## config.mk

```make
export PLATFORM = sky130hd
export DESIGN_NAME = score_display
export DESIGN_NICKNAME = d
export VERILOG_FILES = /design/src/rtl/score_display_pkg.sv /design/src/rtl/seven_seg_encode.sv /design/src/rtl/score_display.sv
export SDC_FILE = /design/constraint.sdc
export NUM_CORES = 1
export LEC_CHECK = 0
export BUFFER_PORTS_ARGS = -buffer_cell sky130_fd_sc_hd__buf_2
export CAP_MARGIN = 10
export CORE_MARGIN = 1.5
export CORE_UTILIZATION = 45
export CTS_CLUSTER_DIAMETER = 150
export DETAILED_ROUTE_END_ITERATION = 10
export GPL_TIMING_DRIVEN = 0
export PLACE_DENSITY = 0.68
export SYNTH_ARGS = -nofsm -noshare
export SYNTH_HDL_FRONTEND = slang
export SYNTH_SLANG_ARGS = --single-unit
```

## constraint.sdc

```tcl
create_clock -name CLOCK_50 -period 4 [get_ports CLOCK_50]
set_clock_uncertainty 0.1 [all_clocks]
set_input_delay 1 -clock CLOCK_50 [delete_from_list [all_inputs] [get_ports CLOCK_50]]
set_output_delay 1 -clock CLOCK_50 [all_outputs]
set_load 0.01 [all_outputs]
```

## src/rtl/score_display_pkg.sv

```systemverilog
// Shared types, segment constants and the overflow-limit helper for score_display.
package score_display_pkg;

    typedef enum logic [1:0] {
        IDLE    = 2'd0,
        CONVERT = 2'd1,
        LATCH   = 2'd2
    } state_t;

    localparam logic [6:0] SEG_BLANK = 7'h7F;
    localparam logic [6:0] SEG_DASH  = 7'b011_1111;

    // 10**n, evaluated at elaboration time for the overflow limit
    function automatic longint unsigned pow10(input int unsigned n);
        longint unsigned r;
        r = 64'd1;
        for (int unsigned i = 0; i < n; i++) begin
            r = r * 64'd10;
        end
        return r;
    endfunction

endpackage

```

## src/rtl/seven_seg_encode.sv

```systemverilog
// BCD nibble to active-low gfedcba segments; codes 10..15 are blank.
module seven_seg_encode
    import score_display_pkg::*;
(
    input  logic [3:0] bcd,
    output logic [6:0] seg_c
);

    // Board digit patterns
    always_comb begin
        seg_c = SEG_BLANK;
        case (bcd)
            4'd0: seg_c = 7'b100_0000;
            4'd1: seg_c = 7'b111_1001;
            4'd2: seg_c = 7'b010_0100;
            4'd3: seg_c = 7'b011_0000;
            4'd4: seg_c = 7'b001_1001;
            4'd5: seg_c = 7'b001_0010;
            4'd6: seg_c = 7'b000_0010;
            4'd7: seg_c = 7'b111_1000;
            4'd8: seg_c = 7'b000_0000;
            4'd9: seg_c = 7'b001_0000;
            default: seg_c = SEG_BLANK;
        endcase
    end

endmodule

```

## src/rtl/score_display.sv

```systemverilog
// Binary score to multi-digit seven-segment readout via sequential double-dabble,
// with leading-zero blanking, overflow dashes and blink.
module score_display
    import score_display_pkg::*;
#(
    parameter int unsigned DIGITS    = 2,
    parameter int unsigned BIN_W     = 7,
    parameter int unsigned BLINK_DIV = 25_000_000
) (
    input  logic                    CLOCK_50,
    input  logic                    reset_n,
    input  logic [BIN_W-1:0]        value,
    input  logic                    load,
    input  logic                    lz_blank,
    input  logic                    blink_en,
    output logic                    busy,
    output logic                    done,
    output logic [DIGITS-1:0][6:0]  seg
);

    localparam int unsigned BCD_W = DIGITS * 4;
    localparam int unsigned CNT_W = $clog2(BIN_W + 1);
    localparam int unsigned BLK_W = $clog2(BLINK_DIV);
    localparam longint unsigned MAX_VAL = pow10(DIGITS) - 64'd1;

    state_t                   state_q, state_d;
    logic [CNT_W-1:0]         cnt_q, cnt_d;
    logic [BIN_W-1:0]         bin_q, bin_d;
    logic [DIGITS-1:0][3:0]   bcd_q, bcd_d, bcd_adj;
    logic [DIGITS-1:0][3:0]   digits_q, digits_d;
    logic                     ovf_cap_q, ovf_cap_d;
    logic                     ovf_q, ovf_d;
    logic                     disp_q, disp_d;
    logic                     busy_q, busy_d;
    logic                     done_q, done_d;
    logic [BLK_W-1:0]         blk_cnt_q, blk_cnt_d;
    logic                     blk_phase_q, blk_phase_d;
    logic [DIGITS-1:0][6:0]   seg_q, seg_d;
    logic [DIGITS-1:0][6:0]   enc_c;
    logic [BCD_W+BIN_W-1:0]   shift_c;
    logic                     higher_nz;

    // Register bank
    always_ff @(posedge CLOCK_50 or negedge reset_n) begin
        if (!reset_n) begin
            state_q     <= IDLE;
            cnt_q       <= '0;
            bin_q       <= '0;
            bcd_q       <= '0;
            digits_q    <= '0;
            ovf_cap_q   <= 1'b0;
            ovf_q       <= 1'b0;
            disp_q      <= 1'b0;
            busy_q      <= 1'b0;
            done_q      <= 1'b0;
            blk_cnt_q   <= '0;
            blk_phase_q <= 1'b0;
            seg_q       <= {DIGITS{SEG_BLANK}};
        end else begin
            state_q     <= state_d;
            cnt_q       <= cnt_d;
            bin_q       <= bin_d;
            bcd_q       <= bcd_d;
            digits_q    <= digits_d;
            ovf_cap_q   <= ovf_cap_d;
            ovf_q       <= ovf_d;
            disp_q      <= disp_d;
            busy_q      <= busy_d;
            done_q      <= done_d;
            blk_cnt_q   <= blk_cnt_d;
            blk_phase_q <= blk_phase_d;
            seg_q       <= seg_d;
        end
    end

    // Conversion FSM: accept, add-3/shift BIN_W times, then latch for display
    always_comb begin
        state_d   = state_q;
        cnt_d     = cnt_q;
        bin_d     = bin_q;
        bcd_d     = bcd_q;
        digits_d  = digits_q;
        ovf_cap_d = ovf_cap_q;
        ovf_d     = ovf_q;
        disp_d    = disp_q;
        busy_d    = (state_q != IDLE);
        done_d    = (state_q == LATCH);
        bcd_adj   = bcd_q;
        shift_c   = '0;

        case (state_q)
            IDLE: begin
                if (load) begin
                    bin_d     = value;
                    bcd_d     = '0;
                    ovf_cap_d = (64'(value) > MAX_VAL);
                    cnt_d     = CNT_W'(BIN_W);
                    state_d   = CONVERT;
                end
            end
            CONVERT: begin
                for (int i = 0; i < int'(DIGITS); i++) begin
                    bcd_adj[i] = (bcd_q[i] >= 4'd5) ? bcd_q[i] + 4'd3 : bcd_q[i];
                end
                shift_c = {bcd_adj, bin_q} << 1;
                bcd_d   = shift_c[BCD_W+BIN_W-1:BIN_W];
                bin_d   = shift_c[BIN_W-1:0];
                cnt_d   = cnt_q - CNT_W'(1);
                if (cnt_q == CNT_W'(1)) begin
                    state_d = LATCH;
                end
            end
            LATCH: begin
                digits_d = bcd_q;
                ovf_d    = ovf_cap_q;
                disp_d   = 1'b1;
                state_d  = IDLE;
            end
            default: state_d = IDLE;
        endcase
    end

    // Blink divider: free-running half-period counter while enabled
    always_comb begin
        blk_cnt_d   = '0;
        blk_phase_d = 1'b0;
        if (blink_en) begin
            if (blk_cnt_q == BLK_W'(BLINK_DIV - 1)) begin
                blk_cnt_d   = '0;
                blk_phase_d = ~blk_phase_q;
            end else begin
                blk_cnt_d   = blk_cnt_q + BLK_W'(1);
                blk_phase_d = blk_phase_q;
            end
        end
    end

    for (genvar g = 0; g < int'(DIGITS); g++) begin : g_enc
        seven_seg_encode u_enc (
            .bcd   (digits_q[g]),
            .seg_c (enc_c[g])
        );
    end

    // Segment select: blank/blink, then overflow dashes, then digits with optional LZ blanking
    always_comb begin
        seg_d     = {DIGITS{SEG_BLANK}};
        higher_nz = 1'b0;
        if (!disp_q || (blink_en && blk_phase_q)) begin
            seg_d = {DIGITS{SEG_BLANK}};
        end else if (ovf_q) begin
            seg_d = {DIGITS{SEG_DASH}};
        end else begin
            for (int i = int'(DIGITS) - 1; i >= 0; i--) begin
                higher_nz = higher_nz | (digits_q[i] != 4'd0);
                if (lz_blank && (i != 0) && !higher_nz) begin
                    seg_d[i] = SEG_BLANK;
                end else begin
                    seg_d[i] = enc_c[i];
                end
            end
        end
    end

    assign busy = busy_q;
    assign done = done_q;
    assign seg  = seg_q;

endmodule

```

## After elaboration in Yosys (flattened, before gate mapping)

Memories as Yosys holds them, arrays and structs flattened.
Index checks and enable logic that the tools add are counted.

- RAM bits: 0
- Memory bits (read-only): 224
- Bits in latches: 0
- Memories kept: 2
- Bits of input ports: 12
- Flip-flop bits (word level): 73
- Logic and storage cells: 63

- Multiply operators: 0
- Equal/unequal tests: 7
- Reductions and logical operators: 12
- Shift-type cells: 0
- Bitwise gates (word level): 1
- Multiplexer cells: 18
- $lt $le $gt $ge: 3
- Add/sub/neg operators: 4
- Divide/modulo/power cells: 0

Memories:

| memory | depth | bits a word | rd ports | clocked after Yosys merged registers in | wr ports | line | source |
|---|---|---|---|---|---|---|---|
| (no name shown) | 16 | 7 | 1 | 0 | 0 | seven_seg_encode.sv:12 | `case (bcd)` |
| (no name shown) | 16 | 7 | 1 | 0 | 0 | seven_seg_encode.sv:12 |  |

Operators by type and width:

| kind | number |
|---|---|
| 2-to-1 mux 25 bit | 2 |
| 2-to-1 mux 14 bit | 2 |
| adder 25 x 1 -> 25 bit (second input constant) | 1 |
| == test 25 bit (second input constant) | 1 |
| one-hot mux 8 bit (2 select lines) | 1 |
| 2-to-1 mux 7 bit | 2 |
| one-hot mux 7 bit (2 select lines) | 1 |
| >= comparator 4 x 3 -> 1 bit (second input constant) | 2 |
| 2-to-1 mux 8 bit | 1 |
| > comparator 7 bit (second input constant) | 1 |
| 2-to-1 mux 3 bit | 2 |
| one-hot mux 3 bit (2 select lines) | 1 |
| AND reduction 2 bit | 3 |
| adder 4 x 2 -> 4 bit (second input constant) | 1 |
| 2-to-1 mux 2 bit | 2 |
| 2-to-1 mux 4 bit | 1 |
| != test 2 bit (second input constant) | 2 |
| one-hot mux 2 bit (2 select lines) | 1 |
| nonzero test 2 bit | 2 |
| nonzero test 4 bit | 1 |
| adder 3 x 2 -> 3 bit (second input constant) | 1 |
| == test 3 x 1 -> 1 bit (second input constant) | 1 |
| subtractor 3 x 1 -> 3 bit (second input constant) | 1 |
| == test 2 x 1 -> 1 bit (second input constant) | 1 |
| 8 further kinds | 11 |

## Logic depth before layout (Yosys ltp)

- Depth after elaboration: 6
- Gate-level depth with buffers: 6
- Mapped depth without buffers: 6

## Hierarchy

From an unflattened synthesis, not the netlist that was laid out.

- Cells, all modules: 384
- Area, all modules: 3796.1 µm²

Modules (own cells, without submodules):

| module | area each (µm²) | times used | cells an instance |
|---|---|---|---|
| score_display | 3375.7 | 1 | 318 |
| seven_seg_encode | 210.2 | 2 | 33 |

## Worst setup path after synthesis

Ideal clock, no wire load.

- Path kind: input -> register
- Start point: in load
- End point: reg bcd_q[1] (netlist bit)
- Path buffers: 2
- Arrival: 2.071 ns
- Stages on the path: 5
- Required time: 3.765 ns
- Path slack: 1.694 ns
- Cells stage by stage: or3b_2 buf_1 clkbuf_1 nand3_1 o21ai_0

- Word-level cells in the longest chain between the ends: 2

RTL lines:

| item | line | source |
|---|---|---|
| start, declared | score_display.sv:13 | `input logic load,` |
| != test 2 bit (no line) | n/a |  |
| AND reduction 2 bit (no line) | n/a |  |
| end signal, assigned | score_display.sv:49 | `bcd_q <= '0;` |
| end signal, assigned | score_display.sv:63 | `bcd_q <= bcd_d;` |
| end, declared | score_display.sv:29 | `logic [DIGITS-1:0][3:0] bcd_q, bcd_d, bcd_adj;` |

Every way passes these cells.
A chain may end at the register's enable or synchronous reset.

## Worst setup path after layout

- Start point: in load
- End point: reg bcd_q[2] (netlist bit)

Same word-level chain as after synthesis.

==> results by group <==
Outcome
  – Status: finished, final reports clean

Yosys
  – Post-synth EDFFs: 0
  – Syn avg cell area: 10.1 µm²
  – Synth top area share: 41.1%
  – Ys flop type: dfrtp_1
  – Seq/Total Area, Yosys: 51.3%
  – Post-synthesis cell area: 3600 µm²
  – Mapped Cells: 355
  – Post-synth cell types: 43
  – Top-count cell post-synth: dfrtp_1
  – #FFs+latches synth: 73
  – Syn Nets: roughly 380
  – Synth top cells by count: dfrtp_1, o21ai_0, nand2_1
  – Top post-synthesis cells by area: dfrtp_1, dfstp_2, ha_1
  – Synth async-reset ratio: 100%
  – Synth area leader: dfrtp_1
  – Synth warnings: 0

Clock tree
  – CTS tree: yes
  – H-tree levels: 3
  – Number of setup buffers added after CTS: 0
  – CTS resizes: 0
  – Max clock buf depth: 2
  – Clk pin slew, worst setup/hold paths: 0.07 ns
  – CTS Hold Buffers Added: 0
  – Sink Count: 73
  – Clock Latency Late Sink: 0.33 ns
  – Total CTS buffers: 9
  – CTS root buf: clkbuf_8

Routing
  – DRT iter0 DRCs: roughly 140
  – Via density: 5.23
  – Vias: 2615
  – Drt pass-1 iters: 5
  – Antenna viol nets, final: 0
  – Drt total wl: about 6500 µm
  – Routed wire length per instance: 13.1 µm
  – DRC viols: 0

Flow run
  – Max Cap Viol: 0

Floorplan
  – Starting density of the core: 46.5%
  – CORE AREA: between 7000 and 8000 µm²
  – Die Area: 8540 µm²
  – Die Y: 92.4 µm
  – FP Rows: 32
  – Horiz. Die Dim: 92.4 µm
  – Ports: 28

Critical path
  – Critical-path cell list: buf_2 -> or3b_2 -> buf_1 -> clkbuf_1 -> nand3_1 -> o21ai_0
  – CP Data Arrival Time: 2.35 ns
  – Buf/Inv on CP: 3
  – CP max stage delay: ~0.45 ns
  – Critical path endpoint category: flip-flop
  – WP data required: 4.10 ns
  – Cell family with most CP delay: buffers and inverters
  – Critical path's slowest cell: or3b_2
  – Setup crit start kind: input port
  – Crit path kind: in2reg
  – Maximum fanout along the worst path: 10

Place
  – Final HPWL DP: 4530 µm
  – Port bufs: 27
  – Placed Area: 3860 µm²
  – Gp weighted congestion: 0.803

Timing
  – Period utilization: 56.2%
  – Count of final setup violators: 0
  – Worst-Margin Slew: 0.891 ns
  – Max Clock Freq: 445 MHz
  – Max Slew Vio Count: 0
  – Slew headroom: 40.6%
  – TNS Setup: 0 ns
  – Final Hold Fails: 0
  – Period minus WS final: about 2.2 ns
  – RSZ-0062 raised after global routing: no

Layout
  – Post-route cell area: 4110 µm²
  – Fill count: 724
  – Antenna cells: 0
  – Fraction of layout cells with a size suffix above 1: between 10% and 20%
  – Area Growth Syn to Fin: 14.2%
  – Layout Nets: 422

Global routing
  – Vias in the first global route: 2541
  – Top Usage Layer GRT: met2
  – Initial antenna violation count: 0
  – Largest net degree at the start of global routing: 74
  – First-pass GRT wire length: around 12000 µm
  – Met1 Use GR: 22.9%
  – Total GRT Usage: 17.2%
  – Met2 Track Usage GR: between 20% and 30%
  – Gr ovfl total: 0
  – M3 GR Usage: 3.94%

Min path
  – Worst Hold Class: reg2reg

Power
  – Worst VDD drop: roughly 0.28 mV
  – Internal: 1.77 mW
  – Leakage: around 1.9 nW
  – Switching portion of total power: between 30% and 40%
  – Pwr/cell area: roughly 640 nW/µm²
  – Clock share of power: 26.4%
  – Comb pwr share: 31.4%
  – Sw Pwr: between 0.8 and 0.9 mW
  – Flop pwr share: 42.2%
## final timing paths
check / startpoint / to / slack (ns) / cells past startpoint
min: blk_cnt_q[0]$_DFF_PN0_ / blk_cnt_q[0]$_DFF_PN0_ / 0.35 / 1
min reg2reg: blk_cnt_q[0]$_DFF_PN0_ / blk_cnt_q[0]$_DFF_PN0_ / 0.35 / 1
max: load / bcd_q[2]$_DFFE_PN0P_ / 1.75 / 6
max in group asynchronous: reset_n / digits_q[7]$_DFFE_PN0P_ / 2.54 / 1
min in group asynchronous: reset_n / blk_cnt_q[3]$_DFF_PN0_ / 0.70 / 1
max reg2reg: blk_cnt_q[0]$_DFF_PN0_ / blk_cnt_q[3]$_DFF_PN0_ / 1.91 / 6
## stage by stage
stage	setup slack, ns	cells	total power [mW]	utilization [%]	hold slack [ns]
after floorplan	1.69	355	1.71	-	0.324
after global placement	1.39	484	1.92	49.9	0.341
after detailed placement	1.38	484	1.96	50.0	0.349
after CTS	1.75	500	2.67	53.1	0.359
after global routing	1.59	500	2.86	53.1	0.385
final	1.75	500	2.63	53.1	0.354
## power by group through the flow
| stage | clock (mW) | sequential [mW] | combinational (mW) |
|---|---|---|---|
| finish | 0.694 | 1.11 | 0.827 |
| global route | 0.752 | 1.14 | 0.965 |
| CTS | 0.712 | 1.11 | 0.840 |
| detailed placement | 0 | 1.13 | 0.834 |
| global placement | 0 | 1.12 | 0.807 |
| floorplan | 0 | 1.14 | 0.568 |
## kinds of logic (layout without fill, tap and decap cells)
kind of cell	Yosys count	after routing	synth area share (%)
flops	73	73	51.3
xor+xnor	14	14	3.41
mux	15	15	4.42
simple gates	120	120	18.0
compound gates	83	83	13.2
buf+inv	33	76	3.83
fa+ha+maj	17	17	5.91
## state kept, by name (all words and copies together) (netlist names), 2 cells and up
signal and flops:
cnt_q 3, digits_q 8, seg 14, blk_cnt_q 25, bin_q 7, state_q 2, bcd_q 8
## placed cells by master, fill, tap and decap left out, drive strengths merged, types with 5 or more instances in the layout
cell    count
nand3      16
nand4       7
nand2b      7
xnor2       5
ha         17
o21ai      40
a21oi      24
and3        7
mux2        7
inv        17
nand2      32
nor2       21
dfstp      14
and2        5
clkbuf     21
mux2i       8
buf        33
or3         6
o31ai       8
dfrtp      59
or4         7
xor2        9
## worst reg2reg max path: cells and delay by family (launching register included)
family / cells / cell delay, ns
compound gates: 1 / 0.29
fa+ha+maj: 1 / 0.22
buf+inv: 1 / 0.24
flops: 1 / 0.36
simple gates: 3 / 0.77
## metal layers
layer / part of all wire (%) / vias up / wire [µm]
met1: 49 / 1242 / 3230
li1: - / 1321 / -
met4: 0.96 / 0 / 63
met5: 0 / - / 0
met2: 46 / 47 / 3010
met3: 3.6 / 5 / 237
## cell type report
type	instances	area, µm²	share of cell area (%)
sequential	73	1840	44.9
multi-input combinational	249	1610	39.3
clock buffer	11	141	3.44
timing repair buffer	27	138	3.35
tap	102	128	3.11
clock inverter	5	103	2.50
buffer	16	73.8	1.80
inverter	17	63.8	1.55
(Power assumes the default switching activity.)
